[src/rtl/regfile_writeback_queue.sv]
// Merges ALU (priority) and load/mul write-backs into an in-order FIFO that drains one register-file write per cycle.
// Write presented one cycle after acceptance; READY drops only when the FIFO is full (B also yields to A).
module regfile_writeback_queue #(
  parameter int DEPTH = 4
) (
  input  logic                       i_clk,
  input  logic                       i_rst,
  input  logic                       i_a_valid,
  input  logic [4:0]                 i_a_rd,
  input  logic [31:0]                i_a_data,
  output logic                       o_a_ready,
  input  logic                       i_b_valid,
  input  logic [4:0]                 i_b_rd,
  input  logic [31:0]                i_b_data,
  output logic                       o_b_ready,
  input  logic                       i_drain_en,
  output logic                       o_reg_en,
  output logic [4:0]                 o_reg_w_adr,
  output logic [31:0]                o_reg_w_data,
  output logic [31:0]                o_pend,
  output logic [$clog2(DEPTH):0]     o_count
);

  localparam int AW = $clog2(DEPTH);
  localparam int CW = AW + 1;

  logic [4:0]       r_rd   [DEPTH];
  logic [31:0]      r_data [DEPTH];
  logic [DEPTH-1:0] r_vld;
  logic [AW-1:0]    r_head;
  logic [AW-1:0]    r_tail;
  logic [CW-1:0]    r_count;
  logic             r_reg_en;
  logic [4:0]       r_reg_w_adr;
  logic [31:0]      r_reg_w_data;

  logic             w_full;
  logic             w_empty;
  logic             w_a_acc;
  logic             w_b_acc;
  logic [4:0]       w_acc_rd;
  logic [31:0]      w_acc_data;
  logic             w_push;
  logic             w_pop;
  logic [31:0]      w_pend;

  assign w_full  = (r_count == CW'(DEPTH));
  assign w_empty = (r_count == '0);

  assign o_a_ready = !w_full;
  assign o_b_ready = !w_full && !i_a_valid;

  assign w_a_acc    = i_a_valid && !w_full;
  assign w_b_acc    = i_b_valid && !w_full && !i_a_valid;
  assign w_acc_rd   = w_a_acc ? i_a_rd   : i_b_rd;
  assign w_acc_data = w_a_acc ? i_a_data : i_b_data;
  // Writes to x0 complete the handshake but never occupy a slot.
  assign w_push     = (w_a_acc || w_b_acc) && (w_acc_rd != 5'd0);
  assign w_pop      = i_drain_en && !w_empty;

  always_ff @(posedge i_clk or posedge i_rst) begin
    if (i_rst) begin
      r_head       <= '0;
      r_tail       <= '0;
      r_count      <= '0;
      r_vld        <= '0;
      r_reg_en     <= 1'b0;
      r_reg_w_adr  <= 5'd0;
      r_reg_w_data <= 32'd0;
      for (int i = 0; i < DEPTH; i++) begin
        r_rd[i]   <= 5'd0;
        r_data[i] <= 32'd0;
      end
    end else begin
      if (w_pop) begin
        r_reg_en      <= 1'b1;
        r_reg_w_adr   <= r_rd[r_head];
        r_reg_w_data  <= r_data[r_head];
        r_vld[r_head] <= 1'b0;
        r_head        <= r_head + AW'(1);
      end else begin
        r_reg_en <= 1'b0;
      end

      // Push and pop never share a slot: a pop needs a non-empty FIFO, so tail != head unless full.
      if (w_push) begin
        r_rd[r_tail]   <= w_acc_rd;
        r_data[r_tail] <= w_acc_data;
        r_vld[r_tail]  <= 1'b1;
        r_tail         <= r_tail + AW'(1);
      end

      case ({w_push, w_pop})
        2'b10:   r_count <= r_count + CW'(1);
        2'b01:   r_count <= r_count - CW'(1);
        default: r_count <= r_count;
      endcase
    end
  end

  always_comb begin
    w_pend = 32'd0;
    for (int i = 0; i < DEPTH; i++) begin
      if (r_vld[i]) w_pend[r_rd[i]] = 1'b1;
    end
    if (r_reg_en) w_pend[r_reg_w_adr] = 1'b1;
    w_pend[0] = 1'b0;
  end

  assign o_pend       = w_pend;
  assign o_reg_en     = r_reg_en;
  assign o_reg_w_adr  = r_reg_w_adr;
  assign o_reg_w_data = r_reg_w_data;
  assign o_count      = r_count;

endmodule

[config.mk]
export PLATFORM = sky130hd
export DESIGN_NAME = regfile_writeback_queue
export DESIGN_NICKNAME = d
export VERILOG_FILES = /design/src/rtl/regfile_writeback_queue.sv
export SDC_FILE = /design/constraint.sdc
export NUM_CORES = 1
export LEC_CHECK = 0
export ABC_AREA = 1
export BUFFER_PORTS_ARGS = -buffer_cell sky130_fd_sc_hd__clkbuf_2
export CAP_MARGIN = 20
export CORE_MARGIN = 1.5
export CORE_UTILIZATION = 52
export DETAILED_ROUTE_END_ITERATION = 10
export HOLD_SLACK_MARGIN = 0.12
export PLACE_DENSITY = 0.73
export RECOVER_POWER = 100
export REMOVE_ABC_BUFFERS = 1
export SLEW_MARGIN = 25
export SYNTH_ARGS = -nofsm -noshare
export SYNTH_HDL_FRONTEND = slang
export SYNTH_SLANG_ARGS = --single-unit
[constraint.sdc]
create_clock -name i_clk -period 8 [get_ports i_clk]
set_input_delay 0.4 -clock i_clk [delete_from_list [all_inputs] [get_ports i_clk]]
set_output_delay 0.4 -clock i_clk [all_outputs]
set_load 0.005 [all_outputs]
# [Word-level counts from Yosys, hierarchy flattened]
# Cells that the tools add are included.
[totals] reg_bits=197 in_bits=79 out_inout_bits=75 word_cells=106
[op_classes] addsub=4 magnitude_cmp=17 n_eq_ne=3 muxes=37 bitwise_logic=9 reduce_logical=21
[ops] cell="two-way mux 32 bit" n=9
[ops] cell="bitwise mux 128 bit" n=1
[ops] cell="bitwise OR 32 bit" n=4
[ops] cell="binary-select mux 32 bit (select 2 bit)" n=1
[ops] cell="demux 32 bit (select 2 bit)" n=1
[ops] cell="< comparator 5 x 6 -> 1 bit, second input constant" n=5
[ops] cell="demux 1 bit (select 5 bit)" n=5
[ops] cell=">= comparator 5 x 1 -> 1 bit, second input constant" n=5
[ops] cell="bitwise mux 20 bit" n=1
[ops] cell="two-way mux 5 bit" n=4
[ops] cell="logical AND 1 bit" n=14
[ops] cell="binary-select mux 5 bit (select 2 bit)" n=1
[ops] cell="demux 5 bit (select 2 bit)" n=1
[ops] cell="two-way mux 1 bit" n=8
[ops] cell="two-way mux 4 bit" n=2
[ops] cell=">= comparator 3 bit, second input constant" n=2
[ops] cell="< comparator 2 x 3 -> 1 bit, second input constant" n=2
[ops] cell="NOT 2 -> 3 bit" n=2
[ops] cell="case mux 3 bit (2 select lines)" n=1
[ops] cell="nonzero test 5 bit" n=1
[ops] cell="adder 2 x 1 -> 2 bit, second input constant" n=2
[ops] cell="bitwise AND 4 bit" n=1
[ops] cell="demux 1 bit (select 2 bit)" n=2
[ops] cell=">= comparator 2 x 1 -> 1 bit, second input constant" n=2
[ops] cell="12 further kinds" n=14

# [Longest topological paths before layout]
[logic_depth] depth_word=13 depth_mapped=17 mapped_depth_nobuf=15

# [Worst setup path before layout]
# No wires, ideal clock.
[synth_timing] path_kind="register to register" startpoint="register r_count[0], in the netlist o_count[0]" endpoint="register r_count[2], in the netlist o_count[2]" setup_ps=131 arrival_time_ps=2400 required_ps=7869 setup_slack_ps=5469 path_stages_with_launch=17 n_path_buf=3 synth_period_minus_slack_ps=2531 cell_sequence="dfrtp_1 -> nor2_4 -> nand2_4 -> buf_6 -> nand3_1 -> nand2_2 -> nor2_2 -> nand2_1 -> buf_6 -> buf_6 -> nand2_1 -> ha_1 -> inv_1 -> fa_1 -> a21oi_1 -> o21ai_0 -> xor2_1"
[synth_between] elab_chain_cells=8 elab_cells_between_ends=18 cone_classes="2 x add/sub; 3 x eq/ne; 2 x mux; 11 x reduce/logical"
[synth_rtl] element="from (decl)" line="32" text="logic [CW-1:0] r_count;"
[synth_rtl] element="from (signal assigned)" line="94" text="2'b10: r_count <= r_count + CW'(1);"
[synth_rtl] element="from (signal assigned)" line="95" text="2'b01: r_count <= r_count - CW'(1);"
[synth_rtl] element="from (signal assigned)" line="96" text="default: r_count <= r_count;"
[synth_rtl] element="== test 3 bit" line="47" text="assign w_full = (r_count == CW'(DEPTH));"
[synth_rtl] element="logical NOT 1 bit" line="53, 54"
[synth_rtl] element="logical AND 1 bit (on tied branches)" line="53, 54"
[synth_rtl] element="two-way mux 5 bit / logical AND 1 bit (equally long branches)" line="55, 54"
[synth_rtl] element="nonzero test 5 bit / logical OR 1 bit (equally long branches)" line="58" text="assign w_push = (w_a_acc || w_b_acc) && (w_acc_rd != 5'd0);"
[synth_rtl] element="logical AND 1 bit" line="58"
[synth_rtl] element="== test 2 x 1 -> 1 bit / == test 2 bit (equally long branches)" line="93" text="case ({w_push, w_pop})"
[synth_rtl] element="case mux 3 bit (2 select lines) / nonzero test 2 bit (equally long branches)"
# Several ways; a longest one is shown, not always the timed one.
# A chain may end at the register's enable or synchronous reset.

# [Worst setup path in the final report]
[layout_timing] startpoint="register r_head[0]" endpoint="register r_reg_w_data[6], in the netlist o_reg_w_data[6]"
[layout_between] elab_chain_cells=4
[layout_rtl] element="from (decl)" line="30" text="logic [AW-1:0] r_head;"
[layout_rtl] element="from (signal assigned)" line="80" text="r_head <= r_head + AW'(1);"
[layout_rtl] element="NOT 2 -> 3 bit (not written as such)" line="78" text="r_reg_w_data <= r_data[r_head];"
[layout_rtl] element="binary-select mux 32 bit (select 2 bit)" line="78"
[layout_rtl] element="two-way mux 32 bit (not written as such) (2 in series)" line="78"
[layout_rtl] element="to (signal assigned)" line="78"
[layout_rtl] element="to (decl)" line="35" text="logic [31:0] r_reg_w_data;"
# Every way passes these cells. The select of a mux whose other input is x is not followed.

==> summary.md <==
| Metric | Value |
|---|---|
| Outcome | finished, violations left |
| Violated checks | capacitance limit, slew limit |
| # hold bufs at CTS | 0 |
| CTS tree | built |
| Final setup fails | 0 |
| Initial antenna violation count | 0 |
| Vias in the first global route | 10,069 |
| # rows | 53 |
| Mapped Area | 11,100 µm² |
| GRT Overall Usage | 0.315 |
| Total number of vias | 10,866 |
| Max Clock Skew | 0.0148 ns |
| Antenna Cells | 0 |
| GRT overflow | 0 |
| Critical Path AT | 6.05 ns |
| Final-report max-slew violation count | 479 |
| Post-route ant nets | 0 |
| Starting Density | 0.528 |
| Synth Warn # | 0 |
| Fraction of layout cells with a size suffix above 1 | 0.121 |
| Detailed-placement wirelength estimate | between 20,000 and 25,000 µm |
| RSZ-0062 raised after global routing | no |
| CP Class | flip-flop to flip-flop |
| Tot Pwr | 5170 µW |
| Clock sink count | just under 200 |
| Pwr Density | 424 nW/µm² |
| Port Buf Inserts | 152 |
| Dpl cells | 1,796 |
| Crit-path leading delay family | buffers and inverters |
| DIE WIDTH | roughly 150 µm |
| Insertion delay to the later sink of the worst-skew pair | 0.44 ns |
| Core Area | 21,000 µm² |
| CTS Root Cell | clkbuf_16 |
| H-tree levels | 4 |
| DRC violation count after routing | 0 |
| Post-synthesis cell count | 1,466 |
| CP required | 8.15 ns |
| I/O Pins | 154 |
| Tmin final | 5.89 ns |
| Final wirelength | 34,200 µm |
| Number of setup buffers added after CTS | 0 |
| Slew at the pin with the worst max-slew slack | 5.52 ns |
| Largest net degree at the start of global routing | between 100 and 150 |
| Yosys reg bits | roughly 200 |
| Die area | roughly 22,000 µm² |
| Cell Count, Final, Fillers Out | 1,828 |
| Drt wl/cell | 18.7 µm |
| Routed vias/inst | 5.94 |
| Yosys cell types | 37 |
| Buf+Inv Stages, Crit Path | 3 |
| Layout area overhead | 10.3% |
| Post-cts resize count | 0 |
| Max-cap violations | 7 |
| Max-slew headroom | -2.70 |
| Clock transition at path regs | 0.08 ns |
| Chip Height | 149 µm |
| Filler instances | approximately 2,000 |
| CP max stage delay | 2.82 ns |
| Peak supply drop | between 0.3 and 0.4 mV |
| Max Fclk | around 0.17 GHz |
| Crit path launch type | flip-flop |
| Period utilization | 0.737 |
| CTS Buffer Depth | 2 |
| CP max-delay cell | clkbuf_1 |
| Violation count after the first detailed-route iteration | 1,148 |
| Static Leak | ~0.0060 µW |
| CTS Buf Count | 17 |
| Worst hold slack | 0.251 ns |
| GP Congestion | between 0.9 and 1 |
| Final nets | 1,629 |
| Commonest non-fill, non-tap cell in the layout | nand2_1 |
| Pre-antenna DRT Iters | 5 |
| Worst path cell trace | clkbuf_1 -> inv_2 -> buf_4 -> o21ai_0 -> a31oi_1 |
| Global-route wire length before repair | around 55,000 µm |
| HP Class | primary input to flip-flop |
| Post-Syn Area per Cell | 7.54 µm² |
| Hold Vio Cnt, Final | 0 |
| Critical path capture point type | flip-flop |
| Seq/Total Area, Yosys | 0.446 |
| Commonest non-fill, non-tap cells in the layout | 434 x nand2_1, 196 x dfrtp_1, 180 x nor2_1, 149 x nand4_1, 113 x clkbuf_2 |
| Crit path max fanout | 77 |
-- cells in the mapped netlist --
master,n,share of area
a211o_1,1,0.00079
a21oi_1,22,0.010
a221oi_1,1,0.00079
a22oi_1,25,0.017
a31oi_1,37,0.021
buf_1,15,0.0051
buf_2,20,0.0091
buf_4,5,0.0034
buf_6,18,0.018
buf_8,3,0.0041
clkbuf_1,53,0.018
conb_1,1,0.00034
dfrtp_1,197,0.45
fa_1,1,0.0018
ha_1,9,0.010
inv_1,66,0.022
inv_2,1,0.00034
nand2_1,427,0.14
nand2_2,12,0.0068
nand2_4,2,0.0020
nand3_1,54,0.024
nand3_2,4,0.0036
nand3_4,1,0.0016
nand3b_1,1,0.00068
nand4_1,149,0.084
nor2_1,179,0.061
nor2_2,1,0.00057
nor2_4,1,0.0010
nor3_1,50,0.023
o2111ai_1,15,0.012
o211ai_1,2,0.0014
o21ai_0,77,0.035
o221ai_1,3,0.0024
o22ai_1,7,0.0040
or2_2,3,0.0017
xnor2_1,1,0.00079
xor2_1,2,0.0016
-- per-stage QoR --
| step | worst slack, ns | utilization | TNS [ns] | cell area [µm²] |
|---|---|---|---|---|
| floorplan | -0.204 | - | -7.66 | 10400 |
| global placement | 3.71 | 0.558 | 0 | 11700 |
| detailed placement | 3.53 | 0.559 | 0 | 11700 |
| CTS | 3.50 | 0.588 | 0 | 12300 |
| global route | 1.70 | 0.582 | 0 | 12200 |
| finish | 2.11 | 0.582 | 0 | 12200 |
-- final timing paths --
| check | slack (ns) | from | cells after the start | endpoint |
|---|---|---|---|---|
| max | 2.11 | r_head[0] | 5 | o_reg_w_data[6] |
| min | 0.25 | i_drain_en | 3 | r_head[0] |
| max reg2reg | 2.11 | r_head[0] | 5 | o_reg_w_data[6] |
| min reg2reg | 0.47 | r_data[24] | 2 | r_data[24] |
| max in group asynchronous | 2.87 | i_rst | 3 | r_data[63] |
| min in group asynchronous | 1.63 | i_rst | 2 | o_reg_w_adr[1] |
-- per-layer routing --
| layer | routed length [µm] | GRT usage | share of wire | vias up |
|---|---|---|---|---|
| met5 | 0 | 0 | 0 | - |
| met4 | 640 | 0.113 | 0.019 | 0 |
| met3 | 2490 | 0.0404 | 0.073 | 50 |
| met2 | 16400 | 0.508 | 0.48 | 495 |
| met1 | 14700 | 0.438 | 0.43 | 5187 |
| li1 | - | - | - | 5134 |
-- registers in the layout, summed over array words and instances, names as in the netlist --
name / flops
r_tail: 2
r_head: 2
r_data: 128
o_count: 3
o_reg_w_data: 32
o_reg_w_adr: 5
o_reg_en: 1
r_vld: 4
r_rd: 20
-- cells by family after synthesis --
family                   count (synthesis)  share of synthesized area
AO/OA/AOI/OAI                          190                      0.104
XOR/XNOR                                 3                    0.00238
adder cells (fa/ha/maj)                 10                     0.0120
buffers and inverters                  181                     0.0807
flip-flops                             197                      0.446
other                                    1                   0.000339
AND/OR/NAND/NOR                        884                      0.355
-- cell type report --
class,instances,area [µm²],share of cell area
Multi-Input combinational cell,1088,5250,0.431
Sequential cell,197,4930,0.404
Timing Repair Buffer,169,828,0.0679
Clock buffer,19,453,0.0371
Tap cell,275,344,0.0282
Inverter,67,253,0.0207
Clock inverter,13,139,0.0114
-- tightest hold or removal path: stages --
cell and delay [ns]:
clkbuf_2 0.08, nand2_1 0.10, xor2_1 0.08
-- where the power goes --
group          switching, µW  internal (µW)
sequential               324           1470
clock                    410            456
combinational           1730            781
total                   2460           2710
Power figures use the tool's default switching activity.
